**src/rtl/phy_rx_align_if.sv**
```systemverilog
// Bundle between the serial receiver/aligner and whoever feeds it bits and
// consumes the recovered lane words.
interface phy_rx_align_if #(
    parameter int DATA_W = 8,
    parameter int LANES  = 4
);
    // There is no backpressure. valid_out[i] is a single-cycle pulse on the
    // edge where lane i of data_out takes a new word. The consumer must
    // capture that word while the pulse is high. A lane holds its value
    // until it is written again.
    logic                    datos_paralelo_serial;
    logic [LANES*DATA_W-1:0] data_out;
    logic [LANES-1:0]        valid_out;
    logic                    idle_out;
    logic                    locked;

    modport master (
        input  datos_paralelo_serial,
        output data_out,
        output valid_out,
        output idle_out,
        output locked
    );

    modport slave (
        output datos_paralelo_serial,
        input  data_out,
        input  valid_out,
        input  idle_out,
        input  locked
    );
endinterface

```
**src/rtl/phy_rx_align.sv**
```systemverilog
// Serial-to-parallel receiver. It hunts for a comma symbol, locks after enough
// aligned commas and then deals the following data words round-robin across lanes.
module phy_rx_align #(
    parameter int                DATA_W     = 8,
    parameter int                LANES      = 4,
    parameter logic [DATA_W-1:0] COMMA      = 8'hBC,
    parameter int                LOCK_COUNT = 4,
    parameter int                LOSS_COUNT = 2
) (
    input  logic                clk_32f,
    input  logic                rst,
    phy_rx_align_if.master      rx,
    output logic [1:0]          state_dbg
);

    localparam int CNT_W  = $clog2(DATA_W);
    localparam int CC_W   = $clog2(LOCK_COUNT + 1);
    localparam int MC_W   = $clog2(LOSS_COUNT + 1);
    localparam int LANE_W = (LANES > 1) ? $clog2(LANES) : 1;

    localparam logic [CNT_W-1:0]  LAST_BIT  = CNT_W'(DATA_W - 1);
    localparam logic [CC_W-1:0]   LOCK_CC   = CC_W'(LOCK_COUNT);
    localparam logic [MC_W-1:0]   LOSS_MC   = MC_W'(LOSS_COUNT);
    localparam logic [LANE_W-1:0] LAST_LANE = LANE_W'(LANES - 1);

    typedef enum logic [1:0] {
        HUNT   = 2'd0,
        SYNC   = 2'd1,
        LOCKED = 2'd2
    } state_t;

    state_t                  state_q, state_d;
    logic [DATA_W-1:0]       sr_q;
    logic [DATA_W-1:0]       sr_next;
    logic [CNT_W-1:0]        bit_cnt_q, bit_cnt_d;
    logic [CC_W-1:0]         comma_cnt_q, comma_cnt_d;
    logic [MC_W-1:0]         miss_cnt_q, miss_cnt_d;
    logic [LANE_W-1:0]       lane_ptr_q, lane_ptr_d;
    logic [LANES*DATA_W-1:0] data_q, data_d;
    logic [LANES-1:0]        valid_q, valid_d;
    logic                    idle_q, idle_d;
    logic                    locked_q, locked_d;

    logic                    is_comma;
    logic                    boundary;
    logic [CC_W-1:0]         comma_inc;
    logic [MC_W-1:0]         miss_inc;
    logic [LANE_W-1:0]       lane_inc;

    // Every decision looks at the window that includes the bit arriving on this edge.
    assign sr_next   = {sr_q[DATA_W-2:0], rx.datos_paralelo_serial};
    assign is_comma  = (sr_next == COMMA);
    assign boundary  = (bit_cnt_q == LAST_BIT);
    assign comma_inc = comma_cnt_q + 1'b1;
    assign miss_inc  = miss_cnt_q + 1'b1;
    assign lane_inc  = (lane_ptr_q == LAST_LANE) ? '0 : lane_ptr_q + 1'b1;

    always_comb begin
        state_d     = state_q;
        bit_cnt_d   = bit_cnt_q;
        comma_cnt_d = comma_cnt_q;
        miss_cnt_d  = miss_cnt_q;
        lane_ptr_d  = lane_ptr_q;
        data_d      = data_q;
        valid_d     = '0;
        idle_d      = idle_q;
        locked_d    = locked_q;

        unique case (state_q)
            HUNT: begin
                idle_d    = 1'b1;
                locked_d  = 1'b0;
                bit_cnt_d = '0;
                if (is_comma) begin
                    comma_cnt_d = CC_W'(1);
                    if (LOCK_COUNT == 1) begin
                        state_d    = LOCKED;
                        locked_d   = 1'b1;
                        lane_ptr_d = '0;
                        miss_cnt_d = '0;
                    end else begin
                        state_d = SYNC;
                    end
                end
            end

            SYNC: begin
                idle_d = 1'b1;
                if (boundary) begin
                    bit_cnt_d = '0;
                    if (is_comma) begin
                        comma_cnt_d = comma_inc;
                        if (comma_inc == LOCK_CC) begin
                            state_d    = LOCKED;
                            locked_d   = 1'b1;
                            lane_ptr_d = '0;
                            miss_cnt_d = '0;
                        end
                    end else begin
                        state_d     = HUNT;
                        comma_cnt_d = '0;
                    end
                end else begin
                    bit_cnt_d = bit_cnt_q + 1'b1;
                end
            end

            LOCKED: begin
                if (boundary) begin
                    bit_cnt_d = '0;
                    if (is_comma) begin
                        idle_d     = 1'b1;
                        lane_ptr_d = '0;
                        miss_cnt_d = '0;
                    end else begin
                        data_d[int'(lane_ptr_q)*DATA_W +: DATA_W] = sr_next;
                        valid_d[lane_ptr_q] = 1'b1;
                        idle_d     = 1'b0;
                        lane_ptr_d = lane_inc;
                    end
                end else begin
                    bit_cnt_d = bit_cnt_q + 1'b1;
                    // A comma seen off the word grid means the alignment has slipped.
                    if (is_comma) begin
                        if (miss_inc == LOSS_MC) begin
                            state_d     = HUNT;
                            locked_d    = 1'b0;
                            idle_d      = 1'b1;
                            lane_ptr_d  = '0;
                            miss_cnt_d  = '0;
                            comma_cnt_d = '0;
                            bit_cnt_d   = '0;
                        end else begin
                            miss_cnt_d = miss_inc;
                        end
                    end
                end
            end

            default: begin
                state_d     = HUNT;
                idle_d      = 1'b1;
                locked_d    = 1'b0;
                bit_cnt_d   = '0;
                comma_cnt_d = '0;
                miss_cnt_d  = '0;
                lane_ptr_d  = '0;
            end
        endcase
    end

    always_ff @(posedge clk_32f or posedge rst) begin
        if (rst) begin
            state_q     <= HUNT;
            sr_q        <= '0;
            bit_cnt_q   <= '0;
            comma_cnt_q <= '0;
            miss_cnt_q  <= '0;
            lane_ptr_q  <= '0;
            data_q      <= '0;
            valid_q     <= '0;
            idle_q      <= 1'b1;
            locked_q    <= 1'b0;
        end else begin
            state_q     <= state_d;
            sr_q        <= sr_next;
            bit_cnt_q   <= bit_cnt_d;
            comma_cnt_q <= comma_cnt_d;
            miss_cnt_q  <= miss_cnt_d;
            lane_ptr_q  <= lane_ptr_d;
            data_q      <= data_d;
            valid_q     <= valid_d;
            idle_q      <= idle_d;
            locked_q    <= locked_d;
        end
    end

    assign rx.data_out  = data_q;
    assign rx.valid_out = valid_q;
    assign rx.idle_out  = idle_q;
    assign rx.locked    = locked_q;
    assign state_dbg    = state_q;

endmodule

```
**src/flat_wrapper.sv**
```systemverilog
// flat-port wrapper written by rule: the top's interface ports become plain ports
module phy_rx_align_flat 
#(
    parameter int                DATA_W     = 8,
    parameter int                LANES      = 4,
    parameter logic [DATA_W-1:0] COMMA      = 8'hBC,
    parameter int                LOCK_COUNT = 4,
    parameter int                LOSS_COUNT = 2
)
  (clk_32f, rst, state_dbg, rx_datos_paralelo_serial, rx_data_out, rx_valid_out, rx_idle_out, rx_locked);
  phy_rx_align_if #(.DATA_W(DATA_W), .LANES(LANES)) rx_i ();
  input  logic clk_32f;
  input  logic rst;
  output logic [1:0] state_dbg;
  input wire logic [$bits(rx_i.datos_paralelo_serial)-1:0] rx_datos_paralelo_serial;
  output wire logic [$bits(rx_i.data_out)-1:0] rx_data_out;
  output wire logic [$bits(rx_i.valid_out)-1:0] rx_valid_out;
  output wire logic [$bits(rx_i.idle_out)-1:0] rx_idle_out;
  output wire logic [$bits(rx_i.locked)-1:0] rx_locked;
  assign rx_i.datos_paralelo_serial = rx_datos_paralelo_serial;
  assign rx_data_out = rx_i.data_out;
  assign rx_valid_out = rx_i.valid_out;
  assign rx_idle_out = rx_i.idle_out;
  assign rx_locked = rx_i.locked;
  phy_rx_align #(.DATA_W(DATA_W), .LANES(LANES), .COMMA(COMMA), .LOCK_COUNT(LOCK_COUNT), .LOSS_COUNT(LOSS_COUNT)) u_core (.clk_32f(clk_32f), .rst(rst), .rx(rx_i), .state_dbg(state_dbg));
endmodule
```
**config.mk**
```make
export PLATFORM = sky130hd
export DESIGN_NAME = phy_rx_align_flat
export DESIGN_NICKNAME = d
export VERILOG_FILES = /design/src/rtl/phy_rx_align_if.sv /design/src/rtl/phy_rx_align.sv /design/src/flat_wrapper.sv
export SDC_FILE = /design/constraint.sdc
export NUM_CORES = 1
export LEC_CHECK = 0
export BUFFER_PORTS_ARGS = -buffer_cell sky130_fd_sc_hd__buf_2
export CORE_MARGIN = 2
export CORE_UTILIZATION = 50
export DETAILED_ROUTE_END_ITERATION = 10
export GPL_ROUTABILITY_DRIVEN = 1
export PLACE_DENSITY = 0.76
export SYNTH_ARGS = -nofsm -noshare
export SYNTH_HDL_FRONTEND = slang
export SYNTH_SLANG_ARGS = --single-unit
```
**constraint.sdc**
```tcl
create_clock -name clk_32f -period 6.2 [get_ports clk_32f]
set_input_delay 0.62 -clock clk_32f [delete_from_list [all_inputs] [get_ports clk_32f]]
set_output_delay 0.62 -clock clk_32f [all_outputs]
set_load 0.02 [all_outputs]
```
==> metrics.cfg <==
[status]
status=finished, final reports clean

[synth]
synth_top_family_by_area=simple AND/OR/NAND/NOR gates
ys_seq_area_share_pct=55.6
netlist_area_sq_um=2570
syn_inst=251
synth_cell_type_count=43
synth-seq-cells=57
netlist.area_leader.share_pct=54.6
synth_top_cell_by_area=dfrtp_1
synthFlopType=dfrtp_1
yosys.area_share.adder_pct=5.85
ys_async_sr_fraction_pct=100
yosysMostFrequentCell=nand2_1
synth.mux.area_fraction_pct=1.22
synth_commonest_cells=nand2_1, dfrtp_1, o21ai_0, ha_1, inv_1
synth.area.top_cells=dfrtp_1, nand2_1, o21ai_0
synth_simple_gate_area_share_pct=18.0
synth_edf_count=0
synthXorXnorAreaFrac_pct=0.341
syn_nets=266
synth-compound-area-share_pct=15.1
postSynthAreaPerCell_sq_um=10.2
ys.warnings.count=0

[routing]
first_pass_iters=4
ant_nets=0
wl_mm=5.12
vias=1942
vias_per_cell=5.25
wl_per_cell_um=13.8
drc_errors=0
drt-initial-drc-count=120

[timing]
slew_headroom_pct=33.4
timing.fmax_ghz=0.430
post-route-period-util_pct=37.5
timing.hold.ws_ps=445
worst_slew_pin_slew_ps=996
rsz0062_at_grt=false
slew_violations=0
skew_ps=10.5
setup_viol=0
min_period_ps=2330
setup-tns-final_ps=0
final_hold_viol_count=0

[run]
drv_cap=0

[floorplanning]
rows=26
start_util_pct=50.9
core-area_sq_um=5040
dieWidth_um=75.7
io_pins=43
die_h_um=75.7
die_area_sq_um=5730

[worst_hold_path]
hold_depth=1
hold_start=u_core.bit_cnt_q[0]
min_path_type=reg2reg
hold_end=u_core.bit_cnt_q[0]

[cts]
numCtsBuffers=9
cts-resized-gates=0
post-cts-setup-buffer-count=0
clkSinkCount=57
cts_tree=yes
insertion_delay_ps=350
cts_buffer_depth=2
clk_pin_slew_ps=70
cts-root-buf=clkbuf_8
h-tree-depth=3
hold_buffers=0

[worst_setup_path]
required_ps=6460
rr_startpoint=u_core.sr_q[5]
slowest_delay_ps=610
r2r_end=u_core.comma_cnt_q[2]
critPathMaxFanout=12
crit_arrival_ps=2590
regToRegSetupSlack_ps=3870
cp_slowest_cell=or3_4
path_buf_inv=0
critPathCaptureType=flip-flop
path_class=reg2reg
path_cells=nand4b_1 > or3_4 > or3b_1 > o2bb2ai_1
crit_path_start_kind=flip-flop
reg2regPathDepth=4
critical_path.top_delay_family=simple AND/OR/NAND/NOR gates

[power]
clock_power_share_pct=41.2
p_switching_uw=238
p_leak_uw=0.00153
ir_worst_vdd_mv=0.161
internal-power_uw=667
power_frac_comb_pct=14.2
switching_share_pct=26.3
power_density_nw_per_um2=298
seq_power_share_pct=44.6

[placed_design]
dpl.hpwl_mm=3.45
io_buffers=42
placed_cells=354
gp_congestion=0.827
place_area_sq_um=2820

[finish]
fin_cells=370
fillers=426
final_util_pct=60.1
seq_area_sq_um=1430
nets=310
final_area_sq_um=3030
diodes=0
drive_above_1_share_pct=23.3
synthToLayoutAreaGrowth_pct=18.0
multi_input_area_sq_um=1040

[global_route]
grt_pass1_wl_mm=8.40
overflow=0
grt_pass1_vias=1763
grt_max_degree=58
grt_usage_pct=20.1
antenna_found_initial=0

routing by layer:
metal	wire length (um)	track usage, %
met1	2410	27.9
met2	2350	28.1
met3	272	6.88
met4	96	9.75
met5	0	0
flip-flops by register name, indices dropped and copies added (netlist names):
| signal | flops |
|---|---|
| u_core.rx.valid_out | 4 |
| u_core.rx.data_out | 32 |
| u_core.rx.idle_out | 1 |
| u_core.lane_ptr_q | 2 |
| u_core.state_dbg | 2 |
| u_core.comma_cnt_q | 3 |
| u_core.miss_cnt_q | 2 |
| u_core.sr_q | 7 |
| u_core.rx.locked | 1 |
| u_core.bit_cnt_q | 3 |
through the flow:
stage	total power (uW)	worst slack, ps
after floorplan	506	4180
after global placement	535	3780
after detailed placement	538	3710
after CTS	910	3920
after global routing	943	3690
final	905	3870
area by class of cell:
| class | instances | share of cell area [%] |
|---|---|---|
| Sequential cell | 57 | 47.1 |
| Clock buffer | 11 | 4.34 |
| Inverter | 12 | 1.49 |
| Tap cell | 70 | 2.89 |
| Clock inverter | 5 | 2.64 |
| Timing Repair Buffer | 43 | 7.18 |
| Multi-Input combinational cell | 172 | 34.4 |
cell usage in the layout (no fill, tap or decap), types with 4 or more instances in the layout:
cell type and instances:
nor2_1 7, nand2_1 67, buf_2 42, inv_1 11, clkbuf_8 9, ha_1 12, o21ai_0 35, o211ai_2 4
dfrtp_1 56, a31oi_1 4
logic make-up after synthesis:
family	count (synthesis)
and+or+nand+nor	98
DFF	57
buffers and inverters	22
muxes	3
adders and majority gates	12
xor gates and xnor gates	1
AOI/OAI and AO/OA	58
how the worst max path moves through the flow:
stage | from | end | slack [ps] | cells after the start
after global placement | rx_datos_paralelo_serial | u_core.comma_cnt_q[2] | 3780 | 5
after floorplan | rst | u_core.bit_cnt_q[0] | 4180 | 1
after detailed placement | rx_datos_paralelo_serial | u_core.comma_cnt_q[2] | 3710 | 5
final | u_core.sr_q[5] | u_core.comma_cnt_q[2] | 3870 | 4
after global routing | u_core.lane_ptr_q[0] | u_core.rx.data_out[3] | 3690 | 5
after CTS | u_core.sr_q[0] | u_core.comma_cnt_q[2] | 3920 | 4
power by group through the flow:
stage | Clock (uW) | Sequential [uW] | Combinational, uW
CTS | 377 | 403 | 129
global placement | 0 | 410 | 125
finish | 372 | 403 | 129
detailed placement | 0 | 410 | 127
global route | 394 | 405 | 144
floorplan | 0 | 410 | 96.0
(Power assumes the default switching activity.)
